[config.mk]
export PLATFORM = sky130hd
export DESIGN_NAME = id_stage
export DESIGN_NICKNAME = d
export VERILOG_FILES = /design/src/rtl/id_stage.sv
export SDC_FILE = /design/constraint.sdc
export NUM_CORES = 2
export LEC_CHECK = 0
export BUFFER_PORTS_ARGS = -buffer_cell sky130_fd_sc_hd__clkbuf_2
export CAP_MARGIN = 20
export CORE_UTILIZATION = 25
export CTS_CLUSTER_DIAMETER = 150
export DETAILED_ROUTE_END_ITERATION = 7
export HOLD_SLACK_MARGIN = 0.06
export SLEW_MARGIN = 40
export SYNTH_ARGS = -nofsm -noshare
export SYNTH_HDL_FRONTEND = slang
export SYNTH_SLANG_ARGS = --single-unit
[constraint.sdc]
create_clock -name clk -period 1.95 [get_ports clk]
set_input_delay 0.195 -clock clk [delete_from_list [all_inputs] [get_ports clk]]
set_output_delay 0.195 -clock clk [all_outputs]
set_load 0.05 [all_outputs]
[src/rtl/id_stage.sv]
// ============================================================================
// id_stage -- RV32I instruction decode stage
//
// Purpose:
//   Splits the instruction held in the IF/ID register into its fields and
//   decodes the control signals. Extends the immediate to 32 bits. Holds the
//   architectural register file, which the writeback stage writes.
//   A same-cycle write-to-read bypass lets an instruction in decode see the
//   value being written back in that cycle.
//   Every *D output feeds the ID/EX pipeline register.
//
// Parameters:
//   XLEN   datapath width (32)
//   NREGS  number of architectural registers (32); x0 is hardwired to zero
//
// Ports:
//   clk          in   1     rising-edge clock
//   reset        in   1     synchronous, active-high reset
//   InstrD       in   32    instruction from the IF/ID register
//   RegWriteW    in   1     writeback write enable
//   RdW          in   5     writeback destination register
//   ResultW      in   XLEN  writeback data
//   RegWriteD    out  1     register write enable
//   MemWriteD    out  1     data memory write enable
//   JumpD        out  1     jal
//   BranchD      out  1     beq
//   ALUSrcD      out  1     1 = ALU operand B is ImmExtD
//   ResultSrcD   out  2     00 ALU result, 01 memory, 10 PC+4
//   ALUControlD  out  3     000 add, 001 sub, 010 and, 011 or, 101 slt
//   RD1D         out  XLEN  rs1 read data
//   RD2D         out  XLEN  rs2 read data
//   ImmExtD      out  32    sign-extended immediate
//   RdD          out  5     InstrD[11:7]
//   Rs1D         out  5     InstrD[19:15]
//   Rs2D         out  5     InstrD[24:20]
//
// Optional feature (macro ID_ILLEGAL_DETECT_EN):
//   When the macro is defined, the module adds two outputs.
//   IllegalD    out  1  unknown opcode, or an R-type with a bad funct7.
//                       When it is set, all controls are forced to 0.
//   IllegalSeen out  1  sticky flag. It is set by the first IllegalD and
//                       cleared only by reset.
//   When the macro is not defined, unknown opcodes decode to a bubble.
// ============================================================================
module id_stage #(
    parameter int XLEN  = 32,
    parameter int NREGS = 32
) (
    input  logic            clk,
    input  logic            reset,
    input  logic [31:0]     InstrD,
    input  logic            RegWriteW,
    input  logic [4:0]      RdW,
    input  logic [XLEN-1:0] ResultW,
    output logic            RegWriteD,
    output logic            MemWriteD,
    output logic            JumpD,
    output logic            BranchD,
    output logic            ALUSrcD,
    output logic [1:0]      ResultSrcD,
    output logic [2:0]      ALUControlD,
    output logic [XLEN-1:0] RD1D,
    output logic [XLEN-1:0] RD2D,
    output logic [31:0]     ImmExtD,
    output logic [4:0]      RdD,
    output logic [4:0]      Rs1D,
    output logic [4:0]      Rs2D
`ifdef ID_ILLEGAL_DETECT_EN
    ,
    output logic            IllegalD,
    output logic            IllegalSeen
`endif
);

    localparam logic [6:0] OP_LW  = 7'b0000011;
    localparam logic [6:0] OP_SW  = 7'b0100011;
    localparam logic [6:0] OP_R   = 7'b0110011;
    localparam logic [6:0] OP_BEQ = 7'b1100011;
    localparam logic [6:0] OP_I   = 7'b0010011;
    localparam logic [6:0] OP_JAL = 7'b1101111;

    localparam logic [2:0] ALU_ADD = 3'b000;
    localparam logic [2:0] ALU_SUB = 3'b001;
    localparam logic [2:0] ALU_AND = 3'b010;
    localparam logic [2:0] ALU_OR  = 3'b011;
    localparam logic [2:0] ALU_SLT = 3'b101;

    logic [6:0] opcode;
    logic [2:0] funct3;

    logic       dec_reg_write;
    logic       dec_mem_write;
    logic       dec_jump;
    logic       dec_branch;
    logic       dec_alu_src;
    logic [1:0] dec_result_src;
    logic [1:0] imm_src;
    logic [1:0] alu_op;
    logic [2:0] dec_alu_control;

    // x1..x31 only; x0 has no storage and is produced as a constant on read
    logic [XLEN-1:0] regs [1:NREGS-1];

    assign opcode = InstrD[6:0];
    assign funct3 = InstrD[14:12];
    assign RdD    = InstrD[11:7];
    assign Rs1D   = InstrD[19:15];
    assign Rs2D   = InstrD[24:20];

    // Register file write port. Reset wins over a writeback in the same cycle,
    // so an in-flight WB result is lost together with the rest of the pipeline.
    always_ff @(posedge clk) begin
        if (reset) begin
            for (int i = 1; i < NREGS; i++) begin
                regs[i] <= '0;
            end
        end else if (RegWriteW && (RdW != 5'd0)) begin
            regs[RdW] <= ResultW;
        end
    end

    // Read ports are combinational. A matching writeback in the same cycle is
    // forwarded so that decode does not see a stale value. The bypass is
    // suppressed during reset because that write never lands.
    always_comb begin
        RD1D = '0;
        if (Rs1D != 5'd0) begin
            if (RegWriteW && !reset && (RdW == Rs1D)) begin
                RD1D = ResultW;
            end else begin
                RD1D = regs[Rs1D];
            end
        end
    end

    always_comb begin
        RD2D = '0;
        if (Rs2D != 5'd0) begin
            if (RegWriteW && !reset && (RdW == Rs2D)) begin
                RD2D = ResultW;
            end else begin
                RD2D = regs[Rs2D];
            end
        end
    end

    // Main decoder. Unknown opcodes fall through to the all-zero bubble.
    // A flushed IF/ID register holds 0x00000000, which takes the same path.
    always_comb begin
        dec_reg_write  = 1'b0;
        dec_mem_write  = 1'b0;
        dec_jump       = 1'b0;
        dec_branch     = 1'b0;
        dec_alu_src    = 1'b0;
        dec_result_src = 2'b00;
        imm_src        = 2'b00;
        alu_op         = 2'b00;
        case (opcode)
            OP_LW: begin
                dec_reg_write  = 1'b1;
                dec_alu_src    = 1'b1;
                dec_result_src = 2'b01;
                imm_src        = 2'b00;
                alu_op         = 2'b00;
            end
            OP_SW: begin
                dec_mem_write  = 1'b1;
                dec_alu_src    = 1'b1;
                imm_src        = 2'b01;
                alu_op         = 2'b00;
            end
            OP_R: begin
                dec_reg_write  = 1'b1;
                alu_op         = 2'b10;
            end
            OP_BEQ: begin
                dec_branch     = 1'b1;
                imm_src        = 2'b10;
                alu_op         = 2'b01;
            end
            OP_I: begin
                dec_reg_write  = 1'b1;
                dec_alu_src    = 1'b1;
                imm_src        = 2'b00;
                alu_op         = 2'b10;
            end
            OP_JAL: begin
                dec_reg_write  = 1'b1;
                dec_jump       = 1'b1;
                dec_result_src = 2'b10;
                imm_src        = 2'b11;
                alu_op         = 2'b00;
            end
            default: begin
                dec_reg_write  = 1'b0;
            end
        endcase
    end

    // ALU decoder. Subtract is chosen for funct3=000 only when the instruction
    // is R-type (opcode bit 5) and funct7 bit 5 is set. This keeps an addi
    // with immediate bit 10 set from being treated as a subtract.
    always_comb begin
        dec_alu_control = ALU_ADD;
        case (alu_op)
            2'b01: dec_alu_control = ALU_SUB;
            2'b10: begin
                case (funct3)
                    3'b000:  dec_alu_control = (opcode[5] && InstrD[30]) ? ALU_SUB : ALU_ADD;
                    3'b010:  dec_alu_control = ALU_SLT;
                    3'b110:  dec_alu_control = ALU_OR;
                    3'b111:  dec_alu_control = ALU_AND;
                    default: dec_alu_control = ALU_ADD;
                endcase
            end
            default: dec_alu_control = ALU_ADD;
        endcase
    end

    // Immediate extension. Each format reassembles its scattered fields with
    // the sign taken from InstrD[31]. B and J offsets are halfword aligned.
    always_comb begin
        ImmExtD = '0;
        case (imm_src)
            2'b00: ImmExtD = {{20{InstrD[31]}}, InstrD[31:20]};
            2'b01: ImmExtD = {{20{InstrD[31]}}, InstrD[31:25], InstrD[11:7]};
            2'b10: ImmExtD = {{20{InstrD[31]}}, InstrD[7], InstrD[30:25], InstrD[11:8], 1'b0};
            2'b11: ImmExtD = {{12{InstrD[31]}}, InstrD[19:12], InstrD[20], InstrD[30:21], 1'b0};
            default: ImmExtD = '0;
        endcase
    end

`ifdef ID_ILLEGAL_DETECT_EN
    logic illegal_d;
    logic illegal_seen;

    // Illegal instruction detection: an opcode outside the supported set, or
    // an R-type whose funct7 is neither the base nor the alternate encoding.
    always_comb begin
        illegal_d = 1'b0;
        case (opcode)
            OP_LW, OP_SW, OP_BEQ, OP_I, OP_JAL: illegal_d = 1'b0;
            OP_R:    illegal_d = (InstrD[31:25] != 7'b0000000) && (InstrD[31:25] != 7'b0100000);
            default: illegal_d = 1'b1;
        endcase
    end

    // Sticky record of any illegal instruction, cleared only by reset
    always_ff @(posedge clk) begin
        if (reset) begin
            illegal_seen <= 1'b0;
        end else if (illegal_d) begin
            illegal_seen <= 1'b1;
        end
    end

    assign IllegalD    = illegal_d;
    assign IllegalSeen = illegal_seen;

    // An illegal instruction becomes a bubble so it cannot change any state
    always_comb begin
        RegWriteD   = dec_reg_write   && !illegal_d;
        MemWriteD   = dec_mem_write   && !illegal_d;
        JumpD       = dec_jump        && !illegal_d;
        BranchD     = dec_branch      && !illegal_d;
        ALUSrcD     = dec_alu_src     && !illegal_d;
        ResultSrcD  = illegal_d ? 2'b00 : dec_result_src;
        ALUControlD = illegal_d ? 3'b000 : dec_alu_control;
    end
`else
    // Decoded controls go straight to the pipeline register
    always_comb begin
        RegWriteD   = dec_reg_write;
        MemWriteD   = dec_mem_write;
        JumpD       = dec_jump;
        BranchD     = dec_branch;
        ALUSrcD     = dec_alu_src;
        ResultSrcD  = dec_result_src;
        ALUControlD = dec_alu_control;
    end
`endif

endmodule

==> impl_summary.md <==
Run status
The flow ran to the end, but the final reports show violations. The checks that failed: setup timing.

Power and ir drop
The cell leakage power is 26.5 nW. The power density normalized to cell area is 783 mW/mm². The maximum vdd drop is 0.880 mV.

Cells and area
The library cell used most frequently in the layout, excluding fill and tap cells, is edfxtp_1. The final core utilization is 33.1%. The post-layout instance area is 0.0737 mm². The largest registers in the layout are regs x1024. The finished layout holds 7566 standard cells, fillers aside.

The top cell types in the final layout, fill and taps aside, are 1024 x edfxtp_1, 996 x and2_1, 470 x buf_4. The area overhead of the layout relative to synthesis is 31.3%. The register with the most flip-flops is regs.

The post-route netlist has 37.9% of its cells at a drive strength greater than 1. The number of flip-flops in the largest register is 1024. In the final design database the tool counted 4566 nets.

The total of fill cells in the finished design is 21600.

Setup path
For this design, the slowest cell found on the critical path is mux4_2. The endpoint arrival time on the critical path is 2.77 ns. The kind of end point of the critical path is an output pin. The cell that appears most often on the critical path is mux4_2. By startpoint and endpoint, the worst setup path is classified as reg -> out. The maximum fanout count along the critical path is 2. In this run the worst setup path begins at regs[23][10]. The stage delay of the slowest cell on the critical path is 0.52 ns. The worst setup path is launched from a flip-flop. For the worst setup path, the data required time is 1.75 ns. The signal on the critical path passes through mux4_2, mux4_2, nor2b_4, a211o_4, buf_12.

Worst hold path
The hold path startpoint is ResultW[22]. In this run the worst hold path is classified as in -> reg.

Floorplan
The die area is 0.226 mm². For this configuration, the core starts out at a cell density of 25.2%. The die is 476 µm tall. The area of the core region is 0.223 mm². The total number of placement rows is 173. 193 I/O pins were placed. The floorplan die width is 476 µm.

Global routing
The layer carrying the most global-route usage is met2. For this run, global-route usage on met2 was measured as 31.7%. The global-route met3 utilization is 4.26%. The initial antenna violation count came to 17. Global routing used 24.8% of the available met1 tracks. The number of global-route vias before repair is 39500. The global routing usage summed across all routing layers is 19.9%. The first global-routing pass estimated 313 mm of wire. The maximum number of pins on one net before global-route repair is 49. The aggregate global routing overflow is 0.

STA
The worst path in the final design needs a cycle of 2.96 ns, including I/O delays and setup. The relative slew slack is 54.3%. The share of the clock period used by the worst path after layout is 152%.

The hold violation count in the final report is 0. For the pin with the worst max-slew slack, the measured transition is 0.681 ns. The total count of max-transition violations in the final report was 0.

The setup violation total in the final timing report is 64. The peak clock frequency supported by timing is 0.337 GHz. Setup repair after global routing could not meet its margin everywhere. The setup slack after layout is -1.01 ns. Adding up every negative setup slack in the final design gives -52.22 ns.

Synth
A synthesized cell averages 14.4 µm². In this run, synthesis produced a sequential element count of 1024. The number of enable flip-flop cells after synthesis is 1024.

The most used flip-flop cell after synthesis is edfxtp_1. In this run the cell area of the synthesized design comes to 0.0561 mm². Synthesis instantiated 59 different standard cells from the library. Of all flip-flops after synthesis, the portion carrying an async set or reset was 0%. Synthesis produced 3887 cells. After synthesis, flip-flops and latches occupy 54.8% of the total area. The number of warnings reported in the yosys synthesis log is 0.

Clock network
The maximum number of buffers from clock root to sink is 3. The CTS tree is built. The H-tree was split into 3 levels. The CTS buffer count is 106.

CTS placed an instance of clkbuf_16 at the clock tree root. The tree built by TritonCTS fans out to 1024 sinks. Clock-pin slew was measured on the worst setup and hold paths at 0.06 ns.

Flow run
The tool flagged a number of max-cap violations equal to 0.

Placed design
The final HPWL from detailed placement is 156 mm. The number of port buffers is 182. The pre-CTS setup slack is -0.832 ns. The post-placement cell area is 0.0685 mm².

The routability congestion estimate from global placement is 0.919. The count of placed standard cells including taps is 7314.

Routing
The average wire per standard cell is 30.4 µm. The antenna violation net count after detailed routing is 0. The detailed-route via count is 40000. The iteration count of the initial detailed-routing pass is 6. In the routed design, unresolved DRC markers number 0. The post-detailed-route via-to-cell ratio is 5.28.

The total routed wirelength is 230 mm. The initial DRC count is 5262.
-- area by class of cell --
type / instances / area [µm²] / share of cell area, %
multi-input cells: 2444 / 25300 / 34.4
clock buffers: 128 / 2740 / 3.71
inverters: 7 / 28.8 / 0.0391
diodes: 10 / 25.0 / 0.0340
repair buffers: 909 / 10400 / 14.1
flip-flops and latches: 1024 / 30700 / 41.7
clock inverters: 69 / 717 / 0.973
well taps: 2975 / 3720 / 5.05
-- critical path, delay by kind of cell (launching register included) --
family	cells	cell delay [ns]
DFF	1	0.40
buffers and inverters	1	0.16
AOI/OAI and AO/OA	1	0.30
muxes	2	1.01
and+or+nand+nor	1	0.15
-- final timing paths --
check	end	slack [ns]	depth (start not counted)
worst max-delay path	RD1D[10]	-1.01	5
worst min-delay path	regs[0][22]	0.09	2
-- Yosys cell counts (all sizes together), types with 21 or more instances --
library cell / n / share of area, %
edfxtp: 1024 / 55
mux4: 400 / 16
clkbuf: 289 / 1.9
nor2: 54 / 0.36
o311ai: 22 / 0.34
a22oi: 114 / 1.5
nand2b: 35 / 0.39
buf: 154 / 1.8
and2: 1004 / 11
mux2i: 317 / 5.7
o221ai: 21 / 0.33
nand3: 22 / 0.20
or2: 46 / 0.51
nand2: 76 / 0.51
a221oi: 62 / 1.1
a21oi: 55 / 0.49
-- per-stage QoR --
stage | hold slack, ns | power [mW]
after floorplan | 0.294 | 31.7
after global placement | 0.390 | 36.4
after detailed placement | 0.390 | 36.6
after CTS | 0.0603 | 57.6
after global routing | 0.0887 | 59.0
final | 0.0910 | 57.7
-- timing repair --
action,4_1_cts,5_1_grt
pin swaps,69,30
endpoints found under the hold margin,226,0
gates resized for setup,187,52
hold buffers,30,0
setup buffers,8,11
endpoints found under the setup margin,66,71
-- cell families (layout without fill, tap and decap cells) --
| group | count (synthesis) | in the layout | synth area share (%) |
|---|---|---|---|
| and+or+nand+nor | 1288 | 1288 | 13.8 |
| DFF | 1024 | 1024 | 54.8 |
| muxes | 723 | 723 | 21.8 |
| buffers and inverters | 450 | 1113 | 3.81 |
| AOI/OAI and AO/OA | 390 | 390 | 5.56 |
| xor gates and xnor gates | 9 | 9 | 0.141 |
| adders and majority gates | 2 | 2 | 0.0446 |
| other | 1 | 42 | 0.00669 |
-- report_power, final --
group	total, mW	switching [mW]	internal (mW)
clock network	20.8	9.40	11.4
registers	26.1	0.632	25.4
logic	10.9	5.98	4.91
total	57.7	16.0	41.7
-- layer usage --
layer  vias up  share of wire (%)
met5         -              0.018
met4         6                6.1
met3       539                9.6
met2      2569                 47
met1     20700                 38
li1      16100                  -
No activity file was read; power rests on OpenSTA's default activity.
